## src/rtl/mmio_port_unit_pkg.sv

```systemverilog
`default_nettype none
// ============================================================================
// Module      : mmio_port_unit_pkg
// Description : Shared constants for the MEM-stage memory-mapped I/O unit:
//               word offsets inside the 32-byte window and the bit positions
//               of the CTRL and STATUS registers.
// Ports       : none (package)
// Revision    : 1.0 - initial release
// ============================================================================
package mmio_port_unit_pkg;

  // Word offsets (address[4:2]) inside the window
  localparam logic [2:0] OFF_OUT    = 3'd0;
  localparam logic [2:0] OFF_IN     = 3'd1;
  localparam logic [2:0] OFF_STATUS = 3'd2;
  localparam logic [2:0] OFF_CTRL   = 3'd3;
  localparam logic [2:0] OFF_COUNT  = 3'd4;

  // CTRL bit indices
  localparam int CTRL_CLR_FLAG = 0;
  localparam int CTRL_IE       = 1;
  localparam int CTRL_CNT_EN   = 2;
  localparam int CTRL_CNT_ZERO = 3;

  // STATUS bit indices
  localparam int STAT_FLAG   = 0;
  localparam int STAT_IE     = 1;
  localparam int STAT_CNT_EN = 2;

endpackage : mmio_port_unit_pkg
`default_nettype wire

```

## src/rtl/mmio_port_unit_if.sv

```systemverilog
`default_nettype none
// ============================================================================
// Module      : mmio_port_unit_if
// Description : Bus bundle between the MEM stage and the I/O unit.
//               master : pipeline side (drives address/enables/store data and
//                        the external PortIn pins)
//               slave  : the I/O unit (returns hit, read data, port outputs)
// Ports       : address, read_enable, write_enable, in_data, PortIn,
//               mmio_hit, out_data, PortOut, port_strobe, irq
// Revision    : 1.0 - initial release
// ============================================================================
interface mmio_port_unit_if #(
  parameter int IN_WIDTH = 8
);
  logic [31:0]         address;
  logic                read_enable;
  logic                write_enable;
  logic [31:0]         in_data;
  logic [IN_WIDTH-1:0] PortIn;
  logic                mmio_hit;
  logic [31:0]         out_data;
  logic [31:0]         PortOut;
  logic                port_strobe;
  logic                irq;

  modport master (
    output address, read_enable, write_enable, in_data, PortIn,
    input  mmio_hit, out_data, PortOut, port_strobe, irq
  );

  modport slave (
    input  address, read_enable, write_enable, in_data, PortIn,
    output mmio_hit, out_data, PortOut, port_strobe, irq
  );
endinterface : mmio_port_unit_if
`default_nettype wire

```

## src/rtl/mmio_port_unit_input_sync_detect.sv

```systemverilog
`default_nettype none
// ============================================================================
// Module      : mmio_port_unit_input_sync_detect
// Description : Two-flop synchronizer for the asynchronous PortIn pins plus a
//               one-cycle-delayed copy used to detect input changes.
// Ports       : clk, reset (async, active-high)
//               port_in_i [IN_WIDTH] - raw external pins
//               sync_o    [IN_WIDTH] - synchronized value (second stage)
//               change_o             - high while sync_o differs from the
//                                      previous cycle's sync_o
// Revision    : 1.0 - initial release
// ============================================================================
module mmio_port_unit_input_sync_detect #(
  parameter int IN_WIDTH = 8
) (
  input  wire logic                clk,
  input  wire logic                reset,
  input  wire logic [IN_WIDTH-1:0] port_in_i,
  output logic      [IN_WIDTH-1:0] sync_o,
  output logic                     change_o
);

  logic [IN_WIDTH-1:0] sync1_q;
  logic [IN_WIDTH-1:0] sync2_q;
  logic [IN_WIDTH-1:0] prev_in_q;

  always_ff @(posedge clk or posedge reset) begin
    if (reset) begin
      sync1_q   <= '0;
      sync2_q   <= '0;
      prev_in_q <= '0;
    end else begin
      sync1_q   <= port_in_i;
      sync2_q   <= sync1_q;
      prev_in_q <= sync2_q;
    end
  end

  assign sync_o   = sync2_q;
  assign change_o = (sync2_q != prev_in_q);

endmodule : mmio_port_unit_input_sync_detect
`default_nettype wire

```

## src/rtl/mmio_port_unit.sv

```systemverilog
`default_nettype none
// ============================================================================
// Module      : mmio_port_unit
// Description : MEM-stage memory-mapped I/O unit. Claims a 32-byte window at
//               BASE_ADDR and provides OUT, IN, STATUS, CTRL and COUNT
//               registers. Read data is a combinational mux of registered
//               state so it lines up with RAM read data.
// Ports       : clk, reset (async, active-high)
//               bus (slave) : address, read_enable, write_enable, in_data,
//                             PortIn -> mmio_hit, out_data, PortOut,
//                             port_strobe, irq
// Revision    : 1.0 - initial release
// ============================================================================
module mmio_port_unit
  import mmio_port_unit_pkg::*;
#(
  parameter logic [31:0] BASE_ADDR = 32'h1001_FF00,  // must be 32-byte aligned
  parameter int          IN_WIDTH  = 8               // must match bus IN_WIDTH, < 32
) (
  input  wire logic     clk,
  input  wire logic     reset,
  mmio_port_unit_if.slave bus
);

  logic [31:0]         port_out_q,  port_out_d;
  logic                strobe_q,    strobe_d;
  logic                flag_q,      flag_d;
  logic                ie_q,        ie_d;
  logic                cnt_en_q,    cnt_en_d;
  logic [31:0]         cnt_q,       cnt_d;

  logic [IN_WIDTH-1:0] w_sync;
  logic                w_change;
  logic [2:0]          w_offset;
  logic                w_wr;
  logic                w_rd;
  logic [31:0]         w_in_ext;
  logic [31:0]         w_rdata;
  logic [1:0]          w_unused_addr_lsb;

  mmio_port_unit_input_sync_detect #(
    .IN_WIDTH (IN_WIDTH)
  ) u_sync (
    .clk       (clk),
    .reset     (reset),
    .port_in_i (bus.PortIn),
    .sync_o    (w_sync),
    .change_o  (w_change)
  );

  // Byte lane bits are irrelevant: all registers are full words
  assign w_unused_addr_lsb = bus.address[1:0];
  assign w_offset          = bus.address[4:2];
  assign bus.mmio_hit      = (bus.address[31:5] == BASE_ADDR[31:5]);
  assign w_wr              = bus.mmio_hit & bus.write_enable;
  assign w_rd              = bus.mmio_hit & bus.read_enable;

  always_comb begin
    port_out_d = port_out_q;
    strobe_d   = 1'b0;
    flag_d     = flag_q | w_change;
    ie_d       = ie_q;
    cnt_en_d   = cnt_en_q;
    cnt_d      = cnt_en_q ? cnt_q + 32'd1 : cnt_q;
    if (w_wr) begin
      case (w_offset)
        OFF_OUT: begin
          port_out_d = bus.in_data;
          strobe_d   = 1'b1;
        end
        OFF_CTRL: begin
          // A change arriving on the clearing edge must not be lost
          if (bus.in_data[CTRL_CLR_FLAG]) flag_d = w_change;
          ie_d     = bus.in_data[CTRL_IE];
          cnt_en_d = bus.in_data[CTRL_CNT_EN];
          if (bus.in_data[CTRL_CNT_ZERO]) cnt_d = 32'd0;
        end
        OFF_COUNT: cnt_d = bus.in_data;
        default: ;
      endcase
    end
  end

  always_ff @(posedge clk or posedge reset) begin
    if (reset) begin
      port_out_q <= 32'd0;
      strobe_q   <= 1'b0;
      flag_q     <= 1'b0;
      ie_q       <= 1'b0;
      cnt_en_q   <= 1'b1;
      cnt_q      <= 32'd0;
    end else begin
      port_out_q <= port_out_d;
      strobe_q   <= strobe_d;
      flag_q     <= flag_d;
      ie_q       <= ie_d;
      cnt_en_q   <= cnt_en_d;
      cnt_q      <= cnt_d;
    end
  end

  always_comb begin
    w_in_ext                 = 32'd0;
    w_in_ext[IN_WIDTH-1:0]   = w_sync;
  end

  always_comb begin
    w_rdata = 32'd0;
    case (w_offset)
      OFF_OUT:    w_rdata = port_out_q;
      OFF_IN:     w_rdata = w_in_ext;
      OFF_STATUS: begin
        w_rdata[STAT_FLAG]   = flag_q;
        w_rdata[STAT_IE]     = ie_q;
        w_rdata[STAT_CNT_EN] = cnt_en_q;
      end
      OFF_COUNT:  w_rdata = cnt_q;
      default:    w_rdata = 32'd0;
    endcase
  end

  // counter_en resets to 1, so STATUS would be nonzero during reset without this gate
  assign bus.out_data    = (w_rd && !reset) ? w_rdata : 32'd0;
  assign bus.PortOut     = port_out_q;
  assign bus.port_strobe = strobe_q;
  assign bus.irq         = flag_q & ie_q;

endmodule : mmio_port_unit
`default_nettype wire

```

## src/flat_wrapper.sv

```systemverilog
// flat-port wrapper written by rule: the top's interface ports become plain ports
module mmio_port_unit_flat import mmio_port_unit_pkg::*;
#(
  parameter logic [31:0] BASE_ADDR = 32'h1001_FF00,                            
  parameter int          IN_WIDTH  = 8                                               
)
  (clk, reset, bus_address, bus_read_enable, bus_write_enable, bus_in_data, bus_PortIn, bus_mmio_hit, bus_out_data, bus_PortOut, bus_port_strobe, bus_irq);
  mmio_port_unit_if #(.IN_WIDTH(IN_WIDTH)) bus_i ();
  input  wire logic clk;
  input  wire logic reset;
  input wire logic [$bits(bus_i.address)-1:0] bus_address;
  input wire logic [$bits(bus_i.read_enable)-1:0] bus_read_enable;
  input wire logic [$bits(bus_i.write_enable)-1:0] bus_write_enable;
  input wire logic [$bits(bus_i.in_data)-1:0] bus_in_data;
  input wire logic [$bits(bus_i.PortIn)-1:0] bus_PortIn;
  output wire logic [$bits(bus_i.mmio_hit)-1:0] bus_mmio_hit;
  output wire logic [$bits(bus_i.out_data)-1:0] bus_out_data;
  output wire logic [$bits(bus_i.PortOut)-1:0] bus_PortOut;
  output wire logic [$bits(bus_i.port_strobe)-1:0] bus_port_strobe;
  output wire logic [$bits(bus_i.irq)-1:0] bus_irq;
  assign bus_i.address = bus_address;
  assign bus_i.read_enable = bus_read_enable;
  assign bus_i.write_enable = bus_write_enable;
  assign bus_i.in_data = bus_in_data;
  assign bus_i.PortIn = bus_PortIn;
  assign bus_mmio_hit = bus_i.mmio_hit;
  assign bus_out_data = bus_i.out_data;
  assign bus_PortOut = bus_i.PortOut;
  assign bus_port_strobe = bus_i.port_strobe;
  assign bus_irq = bus_i.irq;
  mmio_port_unit #(.BASE_ADDR(BASE_ADDR), .IN_WIDTH(IN_WIDTH)) u_core (.clk(clk), .reset(reset), .bus(bus_i));
endmodule
```

## config.mk

```make
export PLATFORM = sky130hd
export DESIGN_NAME = mmio_port_unit_flat
export DESIGN_NICKNAME = d
export VERILOG_FILES = /design/src/rtl/mmio_port_unit_pkg.sv /design/src/rtl/mmio_port_unit_if.sv /design/src/rtl/mmio_port_unit_input_sync_detect.sv /design/src/rtl/mmio_port_unit.sv /design/src/flat_wrapper.sv
export SDC_FILE = /design/constraint.sdc
export NUM_CORES = 1
export LEC_CHECK = 0
export CAP_MARGIN = 5
export CORE_AREA = 2 2 109 111
export CTS_CLUSTER_DIAMETER = 60
export DETAILED_ROUTE_END_ITERATION = 6
export DIE_AREA = 0 0 111 113
export MAX_ROUTING_LAYER = met4
export PLACE_DENSITY = 0.85
export SYNTH_ARGS = -nofsm -noshare
export SYNTH_HDL_FRONTEND = slang
export SYNTH_SLANG_ARGS = --single-unit
```

## constraint.sdc

```tcl
create_clock -name clk -period 4.11 [get_ports clk]
set_input_delay 0.822 -clock clk [delete_from_list [all_inputs] [get_ports clk]]
set_output_delay 0.822 -clock clk [all_outputs]
set_load 0.05 [all_outputs]
```

* Word level (Yosys, flattened, before mapping)
Index checks and enable logic that the tools add are counted.
** Cells by class
- Add/sub/neg operators :: 1
- Equal/unequal tests :: 6
- Multiplexer cells :: 12
- Bitwise logic cells :: 4
- Reduce and logical (&&, ||, !) cells :: 5
** Operators with widths (number)
- two-way mux 32 bit :: 4
- one-hot mux 29 bit (3 select lines) :: 1
- one-hot mux 32 bit (2 select lines) :: 1
- adder 32 x 1 -> 32 bit, second input constant :: 1
- equality test 27 x 24 -> 1 bit, second input constant :: 1
- one-hot mux 3 bit (4 select lines) :: 1
- inequality test 8 bit :: 1
- equality test 3 x 2 -> 1 bit, second input constant :: 2
- two-way mux 1 bit :: 5
- AND reduction 2 bit :: 2
- bitwise AND 1 bit :: 3
- equality test 3 x 1 -> 1 bit, second input constant :: 1
- equality test 3 bit, second input constant :: 1
- zero test 3 bit :: 1
- logical AND 1 bit :: 1
- zero test 1 bit :: 1
- bitwise OR 1 bit :: 1
** Storage, ports and cells
- Register bits after elaboration :: 92
- Input port bits :: 76
- Output and inout bits :: 67
- Word-level logic and storage cells :: 37

* Logic depth before layout (Yosys ltp)
- Word-level depth :: 5
- Mapped depth :: 8

* By module
Synthesis repeated with hierarchy kept, for this count alone.
** Second synthesis, totals
- Cell total of the unflattened synthesis :: 388
- Area total of the unflattened synthesis :: 4514.3 µm²
** By module, submodules not included
- mmio_port_unit :: instances 1, cells an instance 352, area an instance 3823.7 µm², sequential area each 1702.9 µm²
- mmio_port_unit_input_sync_detect :: instances 1, cells an instance 36, area an instance 690.7 µm², sequential area each 600.6 µm²

* Worst setup path after synthesis
Ideal clock, no wire load.
- Path type :: input to output
- Start :: input reset
- End :: output bus_out_data[21]
- Arrival :: 4.087 ns
- Data required time :: 3.288 ns
- Setup slack :: -0.799 ns
- Stages :: 5
- Path through :: inv_1 nand4_1 buf_2 buf_6 nor2_1
** On the way
- Cells in the longest elaborated chain, start to end :: 3
** Ends and longest elaborated chain
- start: declaration :: RTL line flat_wrapper.sv:10 : input wire logic reset;
- zero test 1 bit (no source line)
- logical AND 1 bit :: RTL line mmio_port_unit.sv:123 : assign bus.out_data = (w_rd && !reset) ? w_rdata : 32'd0;
- two-way mux 32 bit :: RTL line mmio_port_unit.sv:123
- end: declaration :: RTL line flat_wrapper.sv:17 : output wire logic [$bits(bus_i.out_data)-1:0] bus_out_data;
Every way passes these cells.

* Worst setup path in the final report
- Start :: input bus_address[5]
- End :: output bus_out_data[31]
** On the way
- Cells in the longest elaborated chain, start to end :: 4
** Ends and longest elaborated chain
- start: declaration :: RTL line flat_wrapper.sv:11 : input wire logic [$bits(bus_i.address)-1:0] bus_address;
- equality test 27 x 24 -> 1 bit :: RTL line mmio_port_unit.sv:54 : assign bus.mmio_hit = (bus.address[31:5] == BASE_ADDR[31:5]);
- bitwise AND 1 bit :: RTL line mmio_port_unit.sv:56 : assign w_rd = bus.mmio_hit & bus.read_enable;
- logical AND 1 bit :: RTL line mmio_port_unit.sv:123
- two-way mux 32 bit :: RTL line mmio_port_unit.sv:123
Every way passes these cells.

==> results.py <==
metrics = {
    "status": {
        "status": "finished clean",
    },
    "synthesis": {
        "async_flop_share": 1.00,
        "synth_top_area_share": 0.479,
        "ys_seq_area_frac": 0.485,
        "yosys.area.top_type": "dfrtp_1",
        "synth.avg_cell_area_um2": 11.1,
        "synth_nets": 505,
        "synth_warnings": 0,
        "ys_ff_latch": 92,
        "synth_area_mm2": 0.00475,
        "ys_types": 45,
        "synth-edff-count": 0,
        "synth.area.top_cells": "dfrtp_1 48%, mux2_4 9.5%, xor2_1 4.4%, a22oi_1 4.0%, nor2_1 3.5%",
        "synth_ff_type": "dfrtp_1",
        "syn_inst": 428,
    },
    "placement": {
        "gp_congestion": 0.864,
        "port-buffer-count": 140,
        "dp_cells": 698,
        "post-dp-hpwl_um": 9390,
        "placed_area_mm2": 0.00656,
    },
    "cells_and_area": {
        "post-route-util": 0.610,
        "area_delta_synth_final_pct": 44.8,
        "drive_above_1_share": 0.186,
        "fin_nets": 643,
        "final_cell_mix": "107 x clkdlybuf4s50_1, 91 x dfrtp_1, 44 x nor2_1, 41 x nand2_1, 31 x buf_12",
        "final_cell_area_mm2": 0.00688,
        "mostFrequentLayoutCell": "clkdlybuf4s50_1",
        "layoutNonFillerInstCount": 714,
        "antenna_cells": 0,
    },
    "setup_path": {
        "path_cells": "clkdlybuf4s50_1 > nor4b_4 > nand4_4 > nor3_4 > nand4_1 > buf_4 > nor2_1 > buf_12",
        "required_ps": 3290,
        "endpoint_kind": "output pin",
        "cpMaxStageDelayCell": "clkdlybuf4s50_1",
        "worstSetupStartpointType": "primary input",
        "cp_data_arrival_time_ps": 2860,
        "crit_path_max_fanout": 16,
        "cp_slowest_stage_delay_ps": 450,
        "worstSetupPathType": "in2out",
    },
    "sta": {
        "fin_crit_ps": 3680,
        "finalSetupTns_ps": 0,
        "rsz0062_at_grt": "false",
        "min_period_over_period": 0.895,
        "hold_viol": 0,
        "slew_violations": 0,
        "max-slew-margin-rel": 0.256,
        "skew_ps": 9.54,
        "clock.fmax_ghz": 0.272,
        "setup_viol": 0,
        "worst_pin_slew_ps": 1120,
    },
    "floorplan": {
        "dieArea_mm2": 0.0125,
        "design.core.area_mm2": 0.0113,
        "io_pins": 143,
        "start_util": 0.421,
        "die_w_um": 111,
        "rows": 39,
        "die_h_um": 113,
    },
    "clock_tree": {
        "post_cts_buffers": 0,
        "cts_tree": "done",
        "cts_resized": 0,
        "clockRootBuffer": "clkbuf_16",
        "insertion_delay_ps": 340,
        "h-tree-depth": 3,
        "cts_hold_buf": 0,
        "clk_pin_slew_worst_paths_ps": 80,
        "cts_num_sinks": 92,
        "ctsLongestPathBuffers": 2,
        "cts_made_buffers": 9,
    },
    "power_and_ir_drop": {
        "p_per_area_mw_per_mm2": 283,
        "irDropWorstVdd_mv": 0.234,
        "p_leak_nw": 2.68,
        "fin_total_pwr_mw": 1.95,
    },
    "hold_path": {
        "min_path_type": "reg2reg",
    },
    "drt": {
        "routed_wl_um": 12500,
        "drtIter0Drc": 174,
        "dr.pass1.iters": 4,
        "drc_errors": 0,
        "postRouteAntennaNets": 0,
        "avgViaCountPerCell": 5.40,
        "vias": 3855,
        "post_drt_wl_per_cell_um": 17.5,
    },
    "global_route": {
        "grt_pass1_wl_um": 21100,
        "antenna_found_initial": 0,
        "track_usage": 0.214,
        "grt_pass1_vias": 4165,
        "gr-total-overflow": 0,
        "grt_max_degree": 91,
    },
    "run": {
        "drv_cap": 0,
    },
}
sequential cells by signal, summed over array words and instances (netlist names):
signal	count
u_core.flag_q	1
u_core.cnt_en_q	1
u_core.cnt_q	32
u_core.bus.PortOut	32
u_core.bus.port_strobe	1
u_core.u_sync.sync1_q	8
u_core.u_sync.sync_o	8
u_core.u_sync.prev_in_q	8
u_core.ie_q	1
synth_stat cells, drive strengths merged (4+ instances only):
| cell | number |
|---|---|
| a21oi | 10 |
| a22oi | 25 |
| and2 | 7 |
| and3 | 6 |
| and4 | 6 |
| buf | 16 |
| clkbuf | 10 |
| dfrtp | 91 |
| inv | 4 |
| mux2 | 34 |
| mux2i | 8 |
| nand2 | 41 |
| nand3 | 11 |
| nand4 | 17 |
| nor2 | 44 |
| nor3 | 4 |
| nor4 | 6 |
| nor4b | 4 |
| o21ai | 28 |
| o2bb2ai | 6 |
| xnor2 | 15 |
| xor2 | 24 |
worst max-delay path: cells and delay by family:
family	cells	cell delay [ps]
buffers and inverters	3	870
and+or+nand+nor	5	1160
per-stage QoR:
| stage | hold WS (ps) | setup WS (ps) |
|---|---|---|
| floorplan | 331 | 190 |
| global placement | 336 | 428 |
| detailed placement | 335 | 419 |
| CTS | 350 | 416 |
| global route | 357 | 270 |
| finish | 345 | 433 |
routing by layer:
metal / vias to the layer above / global-route usage / share of wire
met5: - / - / 0
met4: 0 / 0.0808 / 0.026
met3: 30 / 0.0343 / 0.047
met2: 139 / 0.369 / 0.52
met1: 1891 / 0.255 / 0.41
li1: 1795 / - / -
area by class of cell:
cell class / count / area (um^2)
Clock buffer: 9 / 225
Clock inverter: 7 / 91.3
Fill cell: 883 / 4390
Inverter: 4 / 18.8
Multi-Input combinational cell: 306 / 2260
Sequential cell: 92 / 2300
Tap cell: 143 / 179
Timing Repair Buffer: 153 / 1800
kinds of logic (layout without fill, tap and decap cells):
group / count (synthesis) / count (layout) / share of synthesized area
and+or+nand+nor: 151 / 151 / 0.180
adders and majority gates: 1 / 1 / 0.00263
buffers and inverters: 30 / 173 / 0.0416
muxes: 42 / 42 / 0.121
AOI/OAI and AO/OA: 73 / 73 / 0.0980
DFF: 92 / 92 / 0.485
xor gates and xnor gates: 39 / 39 / 0.0719
report_power, final:
part | leakage, nW | internal, mW | switching [mW]
Combinational | 1.48 | 0.0845 | 0.0669
Sequential | 1.05 | 0.917 | 0.00692
Clock | 0.152 | 0.488 | 0.384
Total | 2.68 | 1.49 | 0.457
worst paths after layout:
path	from	end	slack [ps]	cells after the start
max	bus_address[5]	bus_out_data[31]	430	8
min	u_core.u_sync.sync1_q[3]	u_core.u_sync.sync_o[3]	340	0
min reg2reg	u_core.u_sync.sync1_q[3]	u_core.u_sync.sync_o[3]	340	0
max in group asynchronous	reset	u_core.cnt_q[29]	2050	3
max reg2reg	u_core.cnt_en_q	u_core.cnt_q[30]	1950	5
min in group asynchronous	reset	u_core.flag_q	750	2
No activity file was read; power rests on OpenSTA's default activity.
